--- config.mk ---
export PLATFORM = sky130hd
export DESIGN_NAME = swizzle_cram_to_dram
export DESIGN_NICKNAME = d
export VERILOG_FILES = /design/src/rtl/swizzle_pkg.sv /design/src/rtl/swizzle_tile_buffer.sv /design/src/rtl/swizzle_cram_to_dram.sv
export SDC_FILE = /design/constraint.sdc
export NUM_CORES = 2
export LEC_CHECK = 0
export BUFFER_PORTS_ARGS = -buffer_cell sky130_fd_sc_hd__buf_4
export CAP_MARGIN = 40
export CORE_MARGIN = 4
export CORE_UTILIZATION = 45
export CTS_CLUSTER_SIZE = 14
export DETAILED_ROUTE_END_ITERATION = 10
export MAX_ROUTING_LAYER = met4
export PLACE_DENSITY_LB_ADDON = 0.12
export SYNTH_ARGS = -nofsm -noshare
export SYNTH_HDL_FRONTEND = slang
export SYNTH_SLANG_ARGS = --single-unit
--- constraint.sdc ---
create_clock -name clk -period 4.8 [get_ports clk]
set_input_delay 0 -clock clk [delete_from_list [all_inputs] [get_ports clk]]
set_output_delay 0 -clock clk [all_outputs]
set_load 0.005 [all_outputs]
--- src/rtl/swizzle_pkg.sv ---
// Shared definitions for the CRAM-to-DRAM read-back swizzle.
//   SWZ_DWIDTH    default tile edge / port width
//   SWZ_AWIDTH    default CRAM address width
//   rd_state_e    reader FSM states
//   tiles_per_ram number of (possibly partial) tiles read from one compute RAM
package swizzle_pkg;

    localparam int SWZ_DWIDTH = 40;
    localparam int SWZ_AWIDTH = 9;

    typedef enum logic [1:0] {
        RD_IDLE,
        RD_READ,
        RD_WAIT,
        RD_DONE
    } rd_state_e;

    function automatic int tiles_per_ram(input int num_words, input int dwidth);
        return (num_words + dwidth - 1) / dwidth;
    endfunction

endpackage

--- src/rtl/swizzle_tile_buffer.sv ---
// One DWIDTH x DWIDTH tile buffer: rows are written one CRAM word at a time,
// columns are read out so that the transpose falls out of the read mux.
// Ports:
//   clk, resetn  clock, async active-low reset (only the full flag is reset)
//   clear        zero every row this cycle (a same-cycle row write wins)
//   wr_en/wr_row/wr_data  row write port
//   set_full / set_empty  full flag control (set_full has priority)
//   rd_col -> rd_data     bit rd_col of rows 0..DWIDTH-1
//   full                  buffer holds a complete tile awaiting drain
module swizzle_tile_buffer
    import swizzle_pkg::*;
#(
    parameter int DWIDTH = SWZ_DWIDTH,
    localparam int RW = $clog2(DWIDTH)
)(
    input  logic              clk,
    input  logic              resetn,
    input  logic              clear,
    input  logic              wr_en,
    input  logic [RW-1:0]     wr_row,
    input  logic [DWIDTH-1:0] wr_data,
    input  logic              set_full,
    input  logic              set_empty,
    input  logic [RW-1:0]     rd_col,
    output logic [DWIDTH-1:0] rd_data,
    output logic              full
);

    logic full_reg;

    genvar gi;
    generate
        for (gi = 0; gi < DWIDTH; gi++) begin : g_row
            logic [DWIDTH-1:0] row_reg;

            // Contents are don't-care after reset, so the array has no reset.
            always_ff @(posedge clk) begin
                if (wr_en && (wr_row == RW'(gi))) begin
                    row_reg <= wr_data;
                end else if (clear) begin
                    row_reg <= '0;
                end
            end

            // Output bit gi of a column is bit rd_col of row gi: the transpose.
            assign rd_data[gi] = row_reg[rd_col];
        end
    endgenerate

    always_ff @(posedge clk or negedge resetn) begin
        if (!resetn) begin
            full_reg <= 1'b0;
        end else if (set_full) begin
            full_reg <= 1'b1;
        end else if (set_empty) begin
            full_reg <= 1'b0;
        end
    end

    assign full = full_reg;

endmodule

--- src/rtl/swizzle_cram_to_dram.sv ---
// Read-back swizzle: reads compute-RAM words tile by tile into a ping/pong
// pair of tile buffers and streams each tile's columns (the transpose) to
// the memory controller with a valid/ready handshake.
// Ports:
//   clk, resetn               clock, async active-low reset
//   start / busy / done       job control (start ignored while busy)
//   ram_addr/ram_re/ram_num   CRAM read request, data returns 1 cycle later
//   ram_data_in               CRAM read data
//   mem_ctrl_data_out/valid/ready  transposed output stream
//   mem_ctrl_parity           XOR of mem_ctrl_data_out, only when
//                             SWIZZLE_C2D_PARITY_EN is defined
module swizzle_cram_to_dram
    import swizzle_pkg::*;
#(
    parameter int DWIDTH     = SWZ_DWIDTH,
    parameter int AWIDTH     = SWZ_AWIDTH,
    parameter int NUM_WORDS  = 512,
    parameter int START_ADDR = 0,
    parameter int START_NUM  = 0,
    parameter int NUM_RAMS   = 16
)(
    input  logic              clk,
    input  logic              resetn,
    input  logic              start,
    output logic              busy,
    output logic              done,
    output logic [AWIDTH-1:0] ram_addr,
    output logic              ram_re,
    output logic [15:0]       ram_num,
    input  logic [DWIDTH-1:0] ram_data_in,
    output logic [DWIDTH-1:0] mem_ctrl_data_out,
    output logic              mem_ctrl_valid,
    input  logic              mem_ctrl_ready
`ifdef SWIZZLE_C2D_PARITY_EN
    ,
    output logic              mem_ctrl_parity
`endif
);

    localparam int RW = $clog2(DWIDTH);
    localparam logic [AWIDTH-1:0] FIRST_ADDR = AWIDTH'(START_ADDR);
    localparam logic [AWIDTH-1:0] LAST_ADDR  = AWIDTH'(START_ADDR + NUM_WORDS - 1);
    localparam logic [15:0]       FIRST_NUM  = 16'(START_NUM);
    localparam logic [15:0]       LAST_NUM   = 16'(START_NUM + NUM_RAMS - 1);
    localparam logic [RW-1:0]     LAST_ROW   = RW'(DWIDTH - 1);

    rd_state_e         state_reg, state_next;
    logic              fill_sel_reg, fill_sel_next;     // 0: ping fills, 1: pong fills
    logic              held_reg, held_next;             // fill buffer complete, waiting to swap
    logic              reads_done_reg, reads_done_next; // final CRAM read of the job issued
    logic [RW-1:0]     row_reg, row_next;
    logic [AWIDTH-1:0] addr_reg, addr_next;
    logic [15:0]       num_reg, num_next;
    logic              wr_pend_reg, wr_pend_next;       // read data lands this cycle
    logic [RW-1:0]     wr_row_reg, wr_row_next;
    logic              tile_last_reg, tile_last_next;   // landing row completes the tile
    logic              drain_sel_reg;
    logic [RW-1:0]     col_reg;

    logic              ping_full, pong_full;
    logic [DWIDTH-1:0] ping_rd, pong_rd;
    logic              issue, fill_clear, swap;
    logic              other_full, fill_full, other_free;
    logic              accept, drain_last;

    assign other_full = fill_sel_reg ? ping_full : pong_full;
    assign fill_full  = fill_sel_reg ? pong_full : ping_full;

    // Only the non-filling buffer can be draining, so finishing its last
    // column frees it in the same cycle and the swap need not stall.
    assign other_free = !other_full || drain_last;

    always_comb begin
        state_next      = state_reg;
        fill_sel_next   = fill_sel_reg;
        held_next       = held_reg;
        reads_done_next = reads_done_reg;
        row_next        = row_reg;
        addr_next       = addr_reg;
        num_next        = num_reg;
        wr_pend_next    = 1'b0;
        wr_row_next     = wr_row_reg;
        tile_last_next  = 1'b0;
        issue           = 1'b0;
        fill_clear      = 1'b0;
        swap            = 1'b0;
        done            = 1'b0;

        case (state_reg)
            RD_IDLE: begin
                if (start) begin
                    state_next      = RD_READ;
                    addr_next       = FIRST_ADDR;
                    num_next        = FIRST_NUM;
                    row_next        = '0;
                    held_next       = 1'b0;
                    reads_done_next = 1'b0;
                end
            end
            RD_READ: begin
                if (wr_pend_reg && tile_last_reg) begin
                    // Last row lands now: hand the tile over or wait for room.
                    if (other_free) begin
                        swap       = 1'b1;
                        state_next = reads_done_reg ? RD_WAIT : RD_READ;
                    end else begin
                        held_next  = 1'b1;
                        state_next = RD_WAIT;
                    end
                end else begin
                    issue          = 1'b1;
                    // Zero the whole tile on its first read so rows that a
                    // partial tile never reads come out as zero.
                    fill_clear     = (row_reg == '0);
                    wr_pend_next   = 1'b1;
                    wr_row_next    = row_reg;
                    tile_last_next = (row_reg == LAST_ROW) || (addr_reg == LAST_ADDR);
                    row_next       = tile_last_next ? '0 : row_reg + 1'b1;
                    if (addr_reg == LAST_ADDR) begin
                        addr_next = FIRST_ADDR;
                        num_next  = num_reg + 16'd1;
                        if (num_reg == LAST_NUM) begin
                            reads_done_next = 1'b1;
                        end
                    end else begin
                        addr_next = addr_reg + 1'b1;
                    end
                end
            end
            RD_WAIT: begin
                if (held_reg) begin
                    if (other_free) begin
                        swap       = 1'b1;
                        held_next  = 1'b0;
                        state_next = reads_done_reg ? RD_WAIT : RD_READ;
                    end
                end else if (drain_last && !fill_full) begin
                    // All reads issued and the final tile's last column is leaving.
                    state_next = RD_DONE;
                end
            end
            RD_DONE: begin
                done       = 1'b1;
                state_next = RD_IDLE;
            end
            default: begin
                state_next = RD_IDLE;
            end
        endcase

        if (swap) begin
            fill_sel_next = !fill_sel_reg;
        end
    end

    always_ff @(posedge clk or negedge resetn) begin
        if (!resetn) begin
            state_reg      <= RD_IDLE;
            fill_sel_reg   <= 1'b0;
            held_reg       <= 1'b0;
            reads_done_reg <= 1'b0;
            row_reg        <= '0;
            addr_reg       <= FIRST_ADDR;
            num_reg        <= FIRST_NUM;
            wr_pend_reg    <= 1'b0;
            wr_row_reg     <= '0;
            tile_last_reg  <= 1'b0;
            drain_sel_reg  <= 1'b0;
            col_reg        <= '0;
        end else begin
            state_reg      <= state_next;
            fill_sel_reg   <= fill_sel_next;
            held_reg       <= held_next;
            reads_done_reg <= reads_done_next;
            row_reg        <= row_next;
            addr_reg       <= addr_next;
            num_reg        <= num_next;
            wr_pend_reg    <= wr_pend_next;
            wr_row_reg     <= wr_row_next;
            tile_last_reg  <= tile_last_next;
            if (accept) begin
                col_reg       <= drain_last ? '0 : col_reg + 1'b1;
                drain_sel_reg <= drain_sel_reg ^ drain_last;
            end
        end
    end

    swizzle_tile_buffer #(.DWIDTH(DWIDTH)) u_ping (
        .clk       (clk),
        .resetn    (resetn),
        .clear     (fill_clear && !fill_sel_reg),
        .wr_en     (wr_pend_reg && !fill_sel_reg),
        .wr_row    (wr_row_reg),
        .wr_data   (ram_data_in),
        .set_full  (swap && !fill_sel_reg),
        .set_empty (drain_last && !drain_sel_reg),
        .rd_col    (col_reg),
        .rd_data   (ping_rd),
        .full      (ping_full)
    );

    swizzle_tile_buffer #(.DWIDTH(DWIDTH)) u_pong (
        .clk       (clk),
        .resetn    (resetn),
        .clear     (fill_clear && fill_sel_reg),
        .wr_en     (wr_pend_reg && fill_sel_reg),
        .wr_row    (wr_row_reg),
        .wr_data   (ram_data_in),
        .set_full  (swap && fill_sel_reg),
        .set_empty (drain_last && drain_sel_reg),
        .rd_col    (col_reg),
        .rd_data   (pong_rd),
        .full      (pong_full)
    );

    // Valid comes straight from the reset-cleared full flags, so it drops
    // the moment resetn falls.
    assign mem_ctrl_valid    = drain_sel_reg ? pong_full : ping_full;
    assign mem_ctrl_data_out = mem_ctrl_valid ? (drain_sel_reg ? pong_rd : ping_rd) : '0;
    assign accept            = mem_ctrl_valid && mem_ctrl_ready;
    assign drain_last        = accept && (col_reg == LAST_ROW);

`ifdef SWIZZLE_C2D_PARITY_EN
    assign mem_ctrl_parity = ^mem_ctrl_data_out;
`endif

    assign busy     = (state_reg != RD_IDLE);
    assign ram_re   = issue;
    assign ram_addr = addr_reg;
    assign ram_num  = num_reg;

endmodule
==> metrics <==
WL final=478,600 µm; Post-DP HPWL=257,600 µm; endpoints failing hold=0; fraction of registers with async set/reset=approximately 1.6%; IO Pins=between 100 and 150; Crit. End Element=output port; placed cell area=0.1562 mm²; Syn Nets=between 9,000 and 10,000; clk_lat worst skew=0.95 ns; die height=around 580 µm; clock buffer depth=4; first-pass GRT wire length=668,100 µm; TritonCTS Buffers=359; final hold slack=0.09277 ns; synthesized area=0.1480 mm²; gr ovfl total=0; Lkg Pwr=52.35 nW; total global-route track usage=28.78%; H-tree levels=5; P_int=46.09 mW; Worst Hold Class=in -> reg; RR Endpoint=u_ping.g_row[11].row_reg[4]; clock slew at reported path FFs=0.06 ns; VDD IR-drop max=approximately 0.00026 V; Tcrit/Tclk final=98.98%; Syn Inst Count=9,662; Area Overhead vs Synth=13.45%; worst path required time=4.80 ns; CP endpoint=mem_ctrl_data_out[15]; width of the die=581.5 µm; DRC=0; cells on worst reg2reg path=8; Port Buffer Count=about 110; crit path DAT=4.75 ns; DIE AREA=0.3382 mm²; fin crit period=4.751 ns; Clock Power Share=between 40% and 50%; peak fanout along the critical path=22; status=finished, final reports clean; power per standard cell area=349.3 mW/mm²; Synth Warn #=0; hold depth=3; Routed Antenna Nets=0; Primary FF master, synth=edfxtp_1; Synth area leader=edfxtp_1; FF+latch count, synth=3,253; number of distinct library cells after synthesis=68; Max Freq=0.2105 GHz; Yosys top cell area share=64.92%; worst reg2reg setup slack=1.09 ns; area of the core=around 0.33 mm²; drt pass-1 iters=6; Sw Share=a little over a fifth; antenna violations before repair=111; max_slew headroom=between 20% and 30%; TritonCTS clock tree=done; row count=210; largest net degree at the start of global routing=106; vias in the first global route=84,870; Sequential Power Share=52.4%; startpoint types=register; top post-synthesis cells by area=edfxtp_1 (65%), and2_1 (14%), mux4_2 (11%); Mean Syn Cell Area=about 15 µm²; final setup fails=0; CTS root buf=clkbuf_16; clk_skew=around 0.031 ns; final core occ=between 50% and 60%; post-DR wirelength/cell=33.33 µm; GP Congestion=around 0.79; Net count, final=9,699; setup total negative slack=0 ns; combinational share of power=2.3%; number of vias per cell=roughly 6.0; FF-to-FF Start=state_reg[1]; Slew Limit Fails=0; CP startpoint=col_reg[2]; Initial Utilization=45.21%; routed via count=86,380; RSZ-0062 raised after global routing=false; Slew @ Worst Pin=between 1 and 1.5 ns; 1st-iter DRT viols=14,300; Post-synth EDFFs=around 3,200; switching power total=12.56 mW; layout cells sized above 1=21.47%; Clock Sinks=3,253; register area share after synthesis=65.82%; MaxCap Viol Count=0; Final Cell Area=approximately 0.17 mm²; critical path class=reg -> out; Filler cells=27,130
-- cell usage after synthesis, types with 10 or more instances --
cell,count
a211oi_1,23
a21oi_1,80
a221oi_1,30
a22oi_1,100
a311oi_1,11
a31oi_1,10
a32oi_1,15
and2_1,3207
buf_1,41
buf_2,109
buf_4,43
clkbuf_1,784
dfrtp_1,53
edfxtp_1,3200
ha_1,12
inv_1,19
mux2_1,10
mux2_2,193
mux2i_1,114
mux4_2,725
nand2_1,174
nand3_1,51
nand4_1,13
nor2_1,152
nor2b_1,26
nor3_1,44
nor3b_1,11
nor4_1,24
o21ai_0,152
o221ai_1,18
o22ai_1,95
xnor2_1,15
-- power groups by stage --
stage / logic, mW / clock network, mW / registers (mW)
3_5_place_dp: 1.33 / 0 / 31.3
6_report: 1.36 / 26.6 / 30.7
5_1_grt: 1.35 / 28.1 / 30.7
4_1_cts: 1.36 / 27.0 / 30.7
2_1_floorplan: 0.256 / 0 / 31.3
3_3_place_gp: 1.30 / 0 / 31.3
-- worst min path at each step --
stage	start	end	slack (ns)
after global routing	ram_data_in[12]	u_ping.g_row[16].row_reg[12]	0.08
after global placement	resetn	ram_addr[5]	0.11
final	ram_data_in[12]	u_pong.g_row[11].row_reg[12]	0.09
after CTS	ram_data_in[12]	u_ping.g_row[16].row_reg[12]	0.01
after floorplan	resetn	col_reg[0]	-0.30
after detailed placement	resetn	ram_addr[5]	0.12
-- cells by family (layout without fill, tap and decap cells) --
logic type / after synthesis / in the layout / synth area share, %
compound gates: 598 / 598 / 2.658
xor+xnor: 22 / 22 / 0.1302
fa+ha+maj: 12 / 12 / 0.1014
buf+inv: 1007 / 1271 / 2.800
flops: 3253 / 3253 / 65.82
mux: 1042 / 1042 / 13.35
other cells: 0 / 88 / 0
simple gates: 3728 / 3728 / 15.15
-- final cells by class --
class	instances	area (µm²)	area share [%]
sequential	3253	97440	58.02
multi-input combinational	5402	47720	28.42
clock buffer	471	9612	5.724
timing repair buffer	606	6026	3.588
tap	4346	5438	3.238
clock inverter	173	1379	0.8211
antenna	88	220.2	0.1311
inverter	21	90.09	0.05365
-- repair_timing --
| action | in CTS | in global routing |
|---|---|---|
| hold endpoints to repair | 1681 | 0 |
| resized for setup | 0 | 1 |
| buffers inserted | 1 | 0 |
| setup endpoints to repair | 1 | 1 |
| hold buffers | 46 | 0 |
-- placed cells by master (no fill, tap or decap), types with 11 or more instances in the layout --
master,n
and2_1,3206
edfxtp_1,3200
mux4_2,725
buf_4,425
clkbuf_16,365
mux2_2,193
nand2_1,170
mux2i_1,113
a22oi_1,100
clkbuf_1,98
o22ai_1,95
diode_2,88
clkinv_1,88
a21oi_1,80
o21ai_4,80
nor2_1,78
o21ai_0,72
nor2_2,70
buf_12,51
clkinv_2,49
dfrtp_1,48
nand3_1,46
dlygate4sd3_1,45
nor3_1,44
buf_6,40
a221oi_1,30
nor4_1,23
nor2b_1,23
a211oi_1,23
buf_16,23
bufinv_16,22
o221ai_1,18
buf_8,17
inv_1,16
a32oi_1,15
xnor2_1,15
nand4_1,13
ha_1,12
inv_6,11
-- worst max-delay path, cell delays in order, from the launching register on --
cell and delay [ns]:
dfrtp_4 0.70, buf_4 0.33, nor4b_4 0.91, buf_4 0.45, a22oi_1 0.14, nand3_1 0.11, nor4_1 0.09, a311oi_1 0.67
buf_4 0.22, buf_4 0.10
-- metrics by stage --
step | instances | total power, mW | setup WS (ns)
floorplan | 9662 | 31.59 | 0.2257
global placement | 13530 | 32.63 | 0.8641
detailed placement | 13580 | 32.66 | 1.001
CTS | 14270 | 59.07 | 0.009608
global route | 14290 | 60.21 | 0.03303
finish | 14360 | 58.66 | 0.04914
-- layer usage --
| metal | wire, µm | track usage (%) |
|---|---|---|
| met5 | 0 | - |
| met4 | 12020 | 6.815 |
| met3 | 48190 | 3.784 |
| met2 | 229200 | 45.35 |
| met1 | 189200 | 40.14 |
No activity file was read; power rests on OpenSTA's default activity.
